### config.mk
export PLATFORM = sky130hd
export DESIGN_NAME = mem_req_stage
export DESIGN_NICKNAME = d
export VERILOG_FILES = /design/src/rtl/mem_pkg.sv /design/src/rtl/mem_align.sv /design/src/rtl/mem_req_stage.sv
export SDC_FILE = /design/constraint.sdc
export NUM_CORES = 1
export LEC_CHECK = 0
export ABC_AREA = 1
export CORE_ASPECT_RATIO = 1.25
export CORE_UTILIZATION = 45
export DETAILED_ROUTE_END_ITERATION = 10
export HOLD_SLACK_MARGIN = 0.15
export PLACE_DENSITY = 0.79
export SLEW_MARGIN = 10
export SYNTH_ARGS = -nofsm -noshare
export SYNTH_HDL_FRONTEND = slang
export SYNTH_SLANG_ARGS = --single-unit
export TNS_END_PERCENT = 50
### constraint.sdc
create_clock -name clk -period 2 [get_ports clk]
set_input_delay 0.4 -clock clk [delete_from_list [all_inputs] [get_ports clk]]
set_output_delay 0.4 -clock clk [all_outputs]
set_load 0.005 [all_outputs]
### src/rtl/mem_pkg.sv
`default_nettype none
// ============================================================================
// Module   : mem_pkg
// Purpose  : Shared definitions for the MEM request stage and its formatter:
//            access-size codes, the request FSM state encoding and the
//            default reset PC.
// Ports    : none (package)
// Revision : 1.0 - initial split-transaction MEM stage
// ============================================================================
package mem_pkg;

  // Access size codes as carried on in_size / data_size.
  localparam logic [1:0] SZ_B = 2'd0;
  localparam logic [1:0] SZ_H = 2'd1;
  localparam logic [1:0] SZ_W = 2'd2;

  // Request FSM: one outstanding transaction at most.
  typedef enum logic [1:0] {
    IDLE = 2'd0,
    REQ  = 2'd1,
    RESP = 2'd2
  } state_t;

  localparam logic [31:0] RST_PC_DEFAULT = 32'h1c00_0000;

endpackage : mem_pkg
`default_nettype wire

### src/rtl/mem_align.sv
`default_nettype none
// ============================================================================
// Module   : mem_align
// Purpose  : Purely combinational data formatting for memory accesses.
//            Store side: lane-replicated write data and byte strobes.
//            Load side : byte/half extraction from the read word with sign
//            or zero extension.
// Ports    : st_size, st_lane, st_src   -> st_wdata, st_wstrb
//            ld_size, ld_lane, ld_unsigned, ld_rdata -> ld_data
//            Size code 3 is handled as a word access.
// Revision : 1.0 - initial split-transaction MEM stage
// ============================================================================
module mem_align
  import mem_pkg::*;
(
  input  logic [1:0]  st_size,
  input  logic [1:0]  st_lane,
  input  logic [31:0] st_src,
  output logic [31:0] st_wdata,
  output logic [3:0]  st_wstrb,
  input  logic [1:0]  ld_size,
  input  logic [1:0]  ld_lane,
  input  logic        ld_unsigned,
  input  logic [31:0] ld_rdata,
  output logic [31:0] ld_data
);

  logic [7:0]  ld_byte;
  logic [15:0] ld_half;

  // Store formatting: data is replicated to every lane so the strobes alone
  // select which bytes the memory updates.
  always_comb begin
    st_wdata = st_src;
    st_wstrb = 4'b1111;
    case (st_size)
      SZ_B: begin
        st_wdata = {4{st_src[7:0]}};
        st_wstrb = 4'b0001 << st_lane;
      end
      SZ_H: begin
        st_wdata = {2{st_src[15:0]}};
        st_wstrb = 4'b0011 << {st_lane[1], 1'b0};
      end
      default: begin
        st_wdata = st_src;
        st_wstrb = 4'b1111;
      end
    endcase
  end

  // Load extraction: half-word lane only looks at lane[1], so a misaligned
  // half simply reads the containing aligned half.
  always_comb begin
    ld_byte = ld_rdata[7:0];
    case (ld_lane)
      2'd0:    ld_byte = ld_rdata[7:0];
      2'd1:    ld_byte = ld_rdata[15:8];
      2'd2:    ld_byte = ld_rdata[23:16];
      default: ld_byte = ld_rdata[31:24];
    endcase
    ld_half = ld_lane[1] ? ld_rdata[31:16] : ld_rdata[15:0];

    ld_data = ld_rdata;
    case (ld_size)
      SZ_B:    ld_data = {{24{~ld_unsigned & ld_byte[7]}}, ld_byte};
      SZ_H:    ld_data = {{16{~ld_unsigned & ld_half[15]}}, ld_half};
      default: ld_data = ld_rdata;
    endcase
  end

endmodule : mem_align
`default_nettype wire

### src/rtl/mem_req_stage.sv
`default_nettype none
// ============================================================================
// Module   : mem_req_stage
// Purpose  : EX->WB memory stage driving a split-transaction data bus
//            (req/addr_ok/data_ok). Non-memory ops pass with latency 1;
//            memory ops hold one outstanding transaction. A flush marks an
//            in-flight transaction as dropped so its response is discarded.
// Ports    : clk, rst (sync, active-high), flush
//            in_valid/in_ready + in_* : payload from EX
//            out_valid/out_ready + out_*: payload to WB
//            data_* : data-SRAM bus (request fields held stable while
//                     data_req is high)
// Config   : MEM_ALE_CHECK_EN - when defined, misaligned half/word accesses
//            bypass the bus and exit with out_ale = 1, out_result = address.
//            When undefined, out_ale is tied to 0.
// Notes    : ADDR_W must not exceed 32 (the address comes from in_result).
// Revision : 1.0 - initial split-transaction MEM stage
// ============================================================================
module mem_req_stage
  import mem_pkg::*;
#(
  parameter int                ADDR_W = 32,
  parameter int                DEST_W = 5,
  parameter logic [ADDR_W-1:0] RST_PC = ADDR_W'(RST_PC_DEFAULT)
) (
  input  logic              clk,
  input  logic              rst,
  input  logic              flush,
  input  logic              in_valid,
  output logic              in_ready,
  output logic              out_valid,
  input  logic              out_ready,
  input  logic [ADDR_W-1:0] in_pc,
  input  logic [31:0]       in_result,
  input  logic              in_mem_en,
  input  logic              in_mem_we,
  input  logic [1:0]        in_size,
  input  logic              in_unsigned,
  input  logic [31:0]       in_wdata,
  input  logic              in_gr_we,
  input  logic [DEST_W-1:0] in_dest,
  output logic              data_req,
  output logic              data_wr,
  output logic [1:0]        data_size,
  output logic [3:0]        data_wstrb,
  output logic [ADDR_W-1:0] data_addr,
  output logic [31:0]       data_wdata,
  input  logic              data_addr_ok,
  input  logic              data_data_ok,
  input  logic [31:0]       data_rdata,
  output logic [ADDR_W-1:0] out_pc,
  output logic [31:0]       out_result,
  output logic              out_gr_we,
  output logic [DEST_W-1:0] out_dest,
  output logic              out_ale
);

  state_t state, state_next;
  logic   drop, drop_next;

  // Captured request payload, held for the whole transaction.
  logic [ADDR_W-1:0] req_pc;
  logic [31:0]       req_result;
  logic              req_we;
  logic [1:0]        req_size;
  logic              req_unsigned;
  logic [3:0]        req_wstrb;
  logic [31:0]       req_wdata;
  logic              req_gr_we;
  logic [DEST_W-1:0] req_dest;

  logic        accept;
  logic        ale;
  logic        go_bus;
  logic        load_acc;
  logic        complete;
  logic [1:0]  norm_size;
  logic [31:0] st_wdata;
  logic [3:0]  st_wstrb;
  logic [31:0] ld_data;

  assign in_ready  = ~rst & (state == IDLE) & (~out_valid | out_ready);
  // A flush in the same cycle kills the incoming instruction.
  assign accept    = in_valid & in_ready & ~flush;
  assign norm_size = (in_size == 2'd3) ? SZ_W : in_size;

`ifdef MEM_ALE_CHECK_EN
  assign ale = in_mem_en &
               (((norm_size == SZ_H) & in_result[0]) |
                ((norm_size == SZ_W) & (in_result[1:0] != 2'b00)));
`else
  assign ale = 1'b0;
`endif

  assign go_bus   = accept & in_mem_en & ~ale;
  assign load_acc = accept & ~go_bus;
  // Flush in the response cycle discards the response like a pending drop.
  assign complete = (state == RESP) & data_data_ok & ~drop & ~flush;

  mem_align u_align (
    .st_size     (norm_size),
    .st_lane     (in_result[1:0]),
    .st_src      (in_wdata),
    .st_wdata    (st_wdata),
    .st_wstrb    (st_wstrb),
    .ld_size     (req_size),
    .ld_lane     (req_result[1:0]),
    .ld_unsigned (req_unsigned),
    .ld_rdata    (data_rdata),
    .ld_data     (ld_data)
  );

  // --------------------------------------------------------------------------
  // Request FSM
  // --------------------------------------------------------------------------
  always_ff @(posedge clk) begin
    if (rst) begin
      state <= IDLE;
      drop  <= 1'b0;
    end else begin
      state <= state_next;
      drop  <= drop_next;
    end
  end

  always_comb begin
    state_next = state;
    drop_next  = drop;
    case (state)
      IDLE: begin
        if (go_bus) state_next = REQ;
      end
      REQ: begin
        // The request cannot be withdrawn once raised; remember the kill
        // and swallow the response later.
        if (flush)        drop_next  = 1'b1;
        if (data_addr_ok) state_next = RESP;
      end
      RESP: begin
        if (flush) drop_next = 1'b1;
        if (data_data_ok) begin
          state_next = IDLE;
          drop_next  = 1'b0;
        end
      end
      default: begin
        state_next = IDLE;
        drop_next  = 1'b0;
      end
    endcase
  end

  // --------------------------------------------------------------------------
  // Request capture
  // --------------------------------------------------------------------------
  always_ff @(posedge clk) begin
    if (rst) begin
      req_pc       <= '0;
      req_result   <= '0;
      req_we       <= 1'b0;
      req_size     <= 2'd0;
      req_unsigned <= 1'b0;
      req_wstrb    <= 4'd0;
      req_wdata    <= '0;
      req_gr_we    <= 1'b0;
      req_dest     <= '0;
    end else if (go_bus) begin
      req_pc       <= in_pc;
      req_result   <= in_result;
      req_we       <= in_mem_we;
      req_size     <= norm_size;
      req_unsigned <= in_unsigned;
      req_wstrb    <= in_mem_we ? st_wstrb : 4'd0;
      req_wdata    <= st_wdata;
      req_gr_we    <= in_gr_we;
      req_dest     <= in_dest;
    end
  end

  assign data_req   = (state == REQ);
  assign data_wr    = req_we;
  assign data_size  = req_size;
  assign data_wstrb = req_wstrb;
  assign data_addr  = req_result[ADDR_W-1:0];
  assign data_wdata = req_wdata;

  // --------------------------------------------------------------------------
  // Output registers (to WB)
  // --------------------------------------------------------------------------
  always_ff @(posedge clk) begin
    if (rst) begin
      out_valid  <= 1'b0;
      out_pc     <= RST_PC;
      out_result <= '0;
      out_gr_we  <= 1'b0;
      out_dest   <= '0;
    end else if (flush) begin
      out_valid <= 1'b0;
    end else if (load_acc) begin
      out_valid  <= 1'b1;
      out_pc     <= in_pc;
      out_result <= in_result;
      out_gr_we  <= in_gr_we & ~ale;
      out_dest   <= in_dest;
    end else if (complete) begin
      out_valid  <= 1'b1;
      out_pc     <= req_pc;
      out_result <= req_we ? req_result : ld_data;
      out_gr_we  <= req_gr_we & ~req_we;
      out_dest   <= req_dest;
    end else if (out_ready) begin
      out_valid <= 1'b0;
    end
  end

`ifdef MEM_ALE_CHECK_EN
  logic ale_q;
  always_ff @(posedge clk) begin
    if (rst) begin
      ale_q <= 1'b0;
    end else if (flush) begin
      ale_q <= ale_q;
    end else if (load_acc) begin
      ale_q <= ale;
    end else if (complete) begin
      ale_q <= 1'b0;
    end
  end
  assign out_ale = ale_q;
`else
  assign out_ale = 1'b0;
`endif

endmodule : mem_req_stage
`default_nettype wire

Yosys cells after proc, flatten, opt, wreduce, memory -nomap -nowiden
Cells that the tools add are included.

word-level totals
  flip-flop bits (word level) = 184
  bits of input ports = 146
  output and inout port bits = 145
  word-level logic and storage cells = 83

operators by class
  equal/unequal tests = 10
  shifts and indexed selects = 2
  multiplexer cells = 26
  bitwise gates (word level) = 20
  reduce and logical (&&, ||, !) cells = 9

operators with widths
  kind                                                                   number
  32-bit 2-to-1 mux                                                      5
  32-bit one-hot mux with 2 select lines                                 2
  8-bit one-hot mux with 3 select lines                                  1
  16-bit 2-to-1 mux                                                      1
  1-bit AND                                                              12
  5-bit 2-to-1 mux                                                       2
  2-bit by 1-bit equality test with 1-bit output, second input constant  4
  2-bit zero test                                                        4
  2-bit 2-to-1 mux                                                       4
  4-bit one-hot mux with 2 select lines                                  1
  1-bit 2-to-1 mux                                                       7
  1-bit NOT                                                              7
  2-bit equality test, second input constant                             3
  2-bit one-hot mux with 3 select lines                                  1
  4-bit 2-to-1 mux                                                       1
  2-bit != test, second input constant                                   2
  1-bit by 2-bit << shifter with 4-bit output, first input constant      1
  2-bit by 2-bit << shifter with 4-bit output, first input constant      1
  1-bit one-hot mux with 3 select lines                                  1
  3-bit AND reduction                                                    1
  3-bit nonzero test                                                     1
  2-bit by 1-bit != test with 1-bit output, second input constant        1
  2-bit AND reduction                                                    1
  2-bit nonzero test                                                     1
  2 further kinds                                                        2

Longest topological paths before layout
  depth in word-level cells = 10
  mapped depth = 14
  mapped depth without buffers = 11

Hierarchy
Synthesis repeated with hierarchy kept, for this count alone.

unflattened totals
  cells, all modules = 1417
  area total of the unflattened synthesis = 9261.4 um2

by module, submodules not included
  module         instances  cells each  area each (um2)  seq. area each (um2)
  mem_req_stage  1          1175        7986.4           3683.5
  mem_align      1          242         1275.0           0.0

Worst setup path before layout
Ideal clock, no wire load.

  path type = flip-flop to flip-flop
  start = reg state[0]
  end = reg out_pc[26]
  library setup time = 130 ps
  data arrival time = 1509 ps
  required time = 1870 ps
  setup slack = 360 ps
  stages on the path, launching flop included = 10
  path buffers = 1
  period minus slack after synthesis = 1640 ps
  cells stage by stage = dfxtp_1 inv_1 ha_1 nand2_1 nor2_8 nand2_4 buf_2 or2_2 o211ai_1 nand3_1

on the way
  longest elaborated chain between the ends = 10
  elaborated cells on any way between the ends = 15
  those cells by class = eq/ne: 1; mux: 1; bitwise: 10; reduce/logical: 3

ends and longest elaborated chain
  what                           line                  text
  from (decl)                    mem_req_stage.sv:58   state_t state, state_next;
  from (signal assigned)         mem_req_stage.sv:121  state <= state_next;
  2-bit zero test                mem_req_stage.sv:82   assign in_ready = ~rst & (state == IDLE) & (~out_valid | out_ready);
  1-bit AND (2 in series)        mem_req_stage.sv:82
  1-bit AND (2 in series)        mem_req_stage.sv:84   assign accept = in_valid & in_ready & ~flush;
  1-bit AND                      mem_req_stage.sv:95   assign go_bus = accept & in_mem_en & ~ale;
  1-bit NOT                      mem_req_stage.sv:96   assign load_acc = accept & ~go_bus;
  1-bit AND                      mem_req_stage.sv:96
  2-bit nonzero test (no line)   -
  2-bit AND reduction (no line)  -
  to (signal assigned)           mem_req_stage.sv:201  out_pc <= in_pc;
  to (signal assigned)           mem_req_stage.sv:207  out_pc <= req_pc;
  to (decl)                      mem_req_stage.sv:51   output logic [ADDR_W-1:0] out_pc,

Parallel ways exist; a longest one is shown, timed or not.
A chain may end at the register's enable or synchronous reset.

Final worst setup path
  start = reg req_size[1] (netlist: data_size[1])
  end = out data_size[1]

RTL lines
  what                    line                  text
  from (decl)             mem_req_stage.sv:65   logic [1:0] req_size;
  from (signal assigned)  mem_req_stage.sv:171  req_size <= norm_size;
  to (decl)               mem_req_stage.sv:44   output logic [1:0] data_size,

No word-level cell between the ends.

==> impl_metrics.py <==
metrics = {
    "outcome": {
        "status": "complete, no violations",
    },
    "critical_path": {
        "required_ps": 1600,
        "cp_top_family": "buffers and inverters",
        "cp_max_fo": 9,
        "crit_path_max_incr_delay_ps": 600,
        "slowest_stage": "clkdlybuf4s50_1",
        "crit_buf_inv": 1,
        "start_kind": "flop",
        "path_cells": "clkdlybuf4s50_1",
        "path_class": "flop to output port",
        "end_kind": "output port",
        "cp.arrival_ps": 1530,
    },
    "yosys": {
        "syn-num-nets": 1379,
        "netlist_area_um2": 8440,
        "synth_mux_area_share_pct": 0,
        "post-synth-top-count-cell": "nand2_1",
        "yosysTopAreaCell": "dfxtp_1",
        "synthCells": 1229,
        "avgSynthCellArea_um2": 6.86,
        "synth_fa_ha_area_share_pct": 0.593,
        "synth.area.top_cells": "dfxtp_1 44%, nand2_1 14%, o21ai_0 10%",
        "synth-edff-count": 0,
        "ys_ff_latch": 184,
        "yosysWarnings": 0,
        "synthXorXnorAreaFrac_pct": 0,
        "yosys.area_share.simple_pct": 26.1,
        "ys_top_cells_by_count": "323 x nand2_1, 184 x dfxtp_1, 170 x o21ai_0, 168 x nor2_1, 89 x a21oi_1",
        "synth-compound-area-share_pct": 21.6,
        "ys_types": 34,
        "synthArstFlopShare_pct": 0,
        "synth_top_family_by_area": "simple AND/OR/NAND/NOR gates",
        "synth_top_flop_cell": "dfxtp_1",
        "synth_top_area_share_pct": 43.7,
        "yosysSeqAreaShare_pct": 43.7,
    },
    "drt": {
        "drt.antenna.violating_nets": 0,
        "drc": 0,
        "routed_wl_mm": 28.8,
        "via_per_inst": 5.37,
        "drt_iter0_markers": 1023,
        "first_pass_iters": 5,
        "wl_per_cell_um": 16.5,
        "vias": 9352,
    },
    "clock_network": {
        "postCtsSetupBuffers": 0,
        "cts_inserted_buffers": 17,
        "cts_max_path_buffers": 2,
        "insertion_delay_ps": 430,
        "clock-sinks": 184,
        "htree_levels": 4,
        "cts_tree": "built",
        "cts-root-buf": "clkbuf_16",
        "clk_pin_slew_worst_paths_ps": 70,
        "hold_buffers": 0,
    },
    "worst_hold_path": {
        "worst_hold_path_type": "flop to flop",
    },
    "finish": {
        "nets": 1650,
        "area_delta_synth_final_pct": 46.5,
        "regArea_um2": 3680,
        "multi_input_area_um2": 4100,
        "drive_above_1_share_pct": 7.73,
        "antenna_cells": 0,
        "instances_no_fill": 1741,
        "final_cell_area_um2": 12400,
        "nFillCells": 1563,
    },
    "die": {
        "rows": 55,
        "die_w_um": 124,
        "core_area_um2": 18200,
        "fp.dieArea_um2": 19300,
        "io_pins": 291,
        "fp.dieH_um": 155,
        "initial_utilization_pct": 46.3,
    },
    "sta": {
        "finClkSkew_ps": 11.9,
        "worst_pin_slew_ps": 536,
        "setup_tns_ps": 0,
        "max_freq_mhz": 518,
        "min_period_ps": 1930,
        "rsz0062_at_grt": "false",
        "setup_viol": 0,
        "period_share_pct": 96.6,
        "slew_violations": 0,
        "hold_ws_ps": 463,
        "relSlewSlack_pct": 64.1,
        "hold_violations": 0,
    },
    "placed_design": {
        "placed_cell_area_um2": 11700,
        "portBuffers": 289,
        "dpl.hpwl_mm": 20.2,
        "dp_cells": 1709,
        "gp_congestion": 0.926,
    },
    "power": {
        "p_total_uw": 10200,
        "p_leak_uw": 0.00490,
        "p_per_area_nw_per_um2": 828,
        "peakVddDrop_v": 0.000559,
    },
    "grt": {
        "grt_pass1_wl_mm": 45.1,
        "grt_max_degree": 136,
        "grt_pass1_vias": 8551,
        "grt_usage_pct": 29.2,
        "overflow": 0,
        "antenna_found_initial": 1,
    },
    "flow_run": {
        "cap_violations": 0,
    },
}
==> registers in the layout, summed over array words and instances, names as in the netlist <==
| name | count |
|---|---|
| req_gr_we | 1 |
| data_wstrb | 4 |
| req_unsigned | 1 |
| drop | 1 |
| data_wr | 1 |
| data_addr | 32 |
| data_size | 2 |
| req_dest | 5 |
| out_result | 32 |
| data_wdata | 32 |
| out_gr_we | 1 |
| out_pc | 32 |
| out_dest | 5 |
| req_pc | 32 |
| out_valid | 1 |
| state | 2 |
==> layout make-up <==
class                      instances  share of cell area [%]
tap                              228                    2.31
clock buffer                      18                    3.55
sequential                       184                    29.8
inverter                          56                    1.75
multi-input combinational        897                    33.2
clock inverter                    14                    1.26
timing repair buffer             344                    28.1
==> layout by cell type, fill, tap and decap left out, drive strengths merged <==
master         synthesis  final
nand2                329    329
clkdlybuf4s50          0    286
dfxtp                184    184
o21ai                182    182
nor2                 171    171
a21oi                 93     93
buf                   48     56
inv                   50     55
nand3                 47     47
a31oi                 43     43
clkbuf                44     18
clkinv                 6     13
a22oi                  7      7
or2                    5      5
o211ai                 5      5
o22ai                  5      5
ha                     4      4
clkinvlp               0      2
a211oi                 1      1
o21bai                 1      1
o221ai                 1      1
o2111ai                1      1
o21a                   1      1
conb                   1      1
dlymetal6s2s           0      1
clkdlybuf4s15          0      1
==> worst paths after layout <==
| kind | startpoint | end | slack, ps | cells after the start |
|---|---|---|---|---|
| worst min-delay path | data_wdata[2] | data_wdata[2] | 460 | 2 |
| worst max register to register | state[0] | out_result[17] | 190 | 11 |
| worst max-delay path | data_size[1] | data_size[1] | 70 | 1 |
| worst min register to register | data_wdata[2] | data_wdata[2] | 460 | 2 |
==> repair_timing <==
action / in CTS / in global routing
resized for setup: 7 / 2
pin swaps: 0 / 0
endpoints found under the setup margin: 3 / 2
==> power by group <==
group / internal [uW] / total, uW / switching, uW
sequential: 3990 / 4200 / 203
combinational: 1330 / 2690 / 1360
clock: 1700 / 3340 / 1640
==> worst reg2reg max path: stages (launching register included) <==
cell and delay [ps]:
dfxtp_1 330, inv_2 100, ha_4 170, nand2_2 100, nor2_8 170, nand2_4 90
nand2_4 140, buf_4 260, o21ai_0 150, inv_1 70, nand2_1 60, a21oi_1 110
==> routing by layer <==
metal | track usage, % | up-vias | routed length [um]
met5 | 0 | - | 13
met3 | 5.95 | 69 | 1900
met1 | 35.4 | 4285 | 11500
met4 | 13.1 | 2 | 1100
met2 | 50.0 | 411 | 14300
li1 | - | 4585 | -
==> per-stage QoR <==
step                      util [%]  setup slack (ps)
after global routing          67.8              16.5
after global placement        64.4              -169
after floorplan                  -               360
after CTS                     67.8              16.7
final                         67.8              68.0
after detailed placement      64.4              -215
==> cell families (layout without fill, tap and decap cells) <==
logic type               count (synthesis)  in the layout
AO/OA/AOI/OAI                          340            340
flip-flops                             184            184
AND/OR/NAND/NOR                        552            552
buffers and inverters                  148            432
adder cells (fa/ha/maj)                  4              4
other                                    1              1
(Power assumes the default switching activity.)
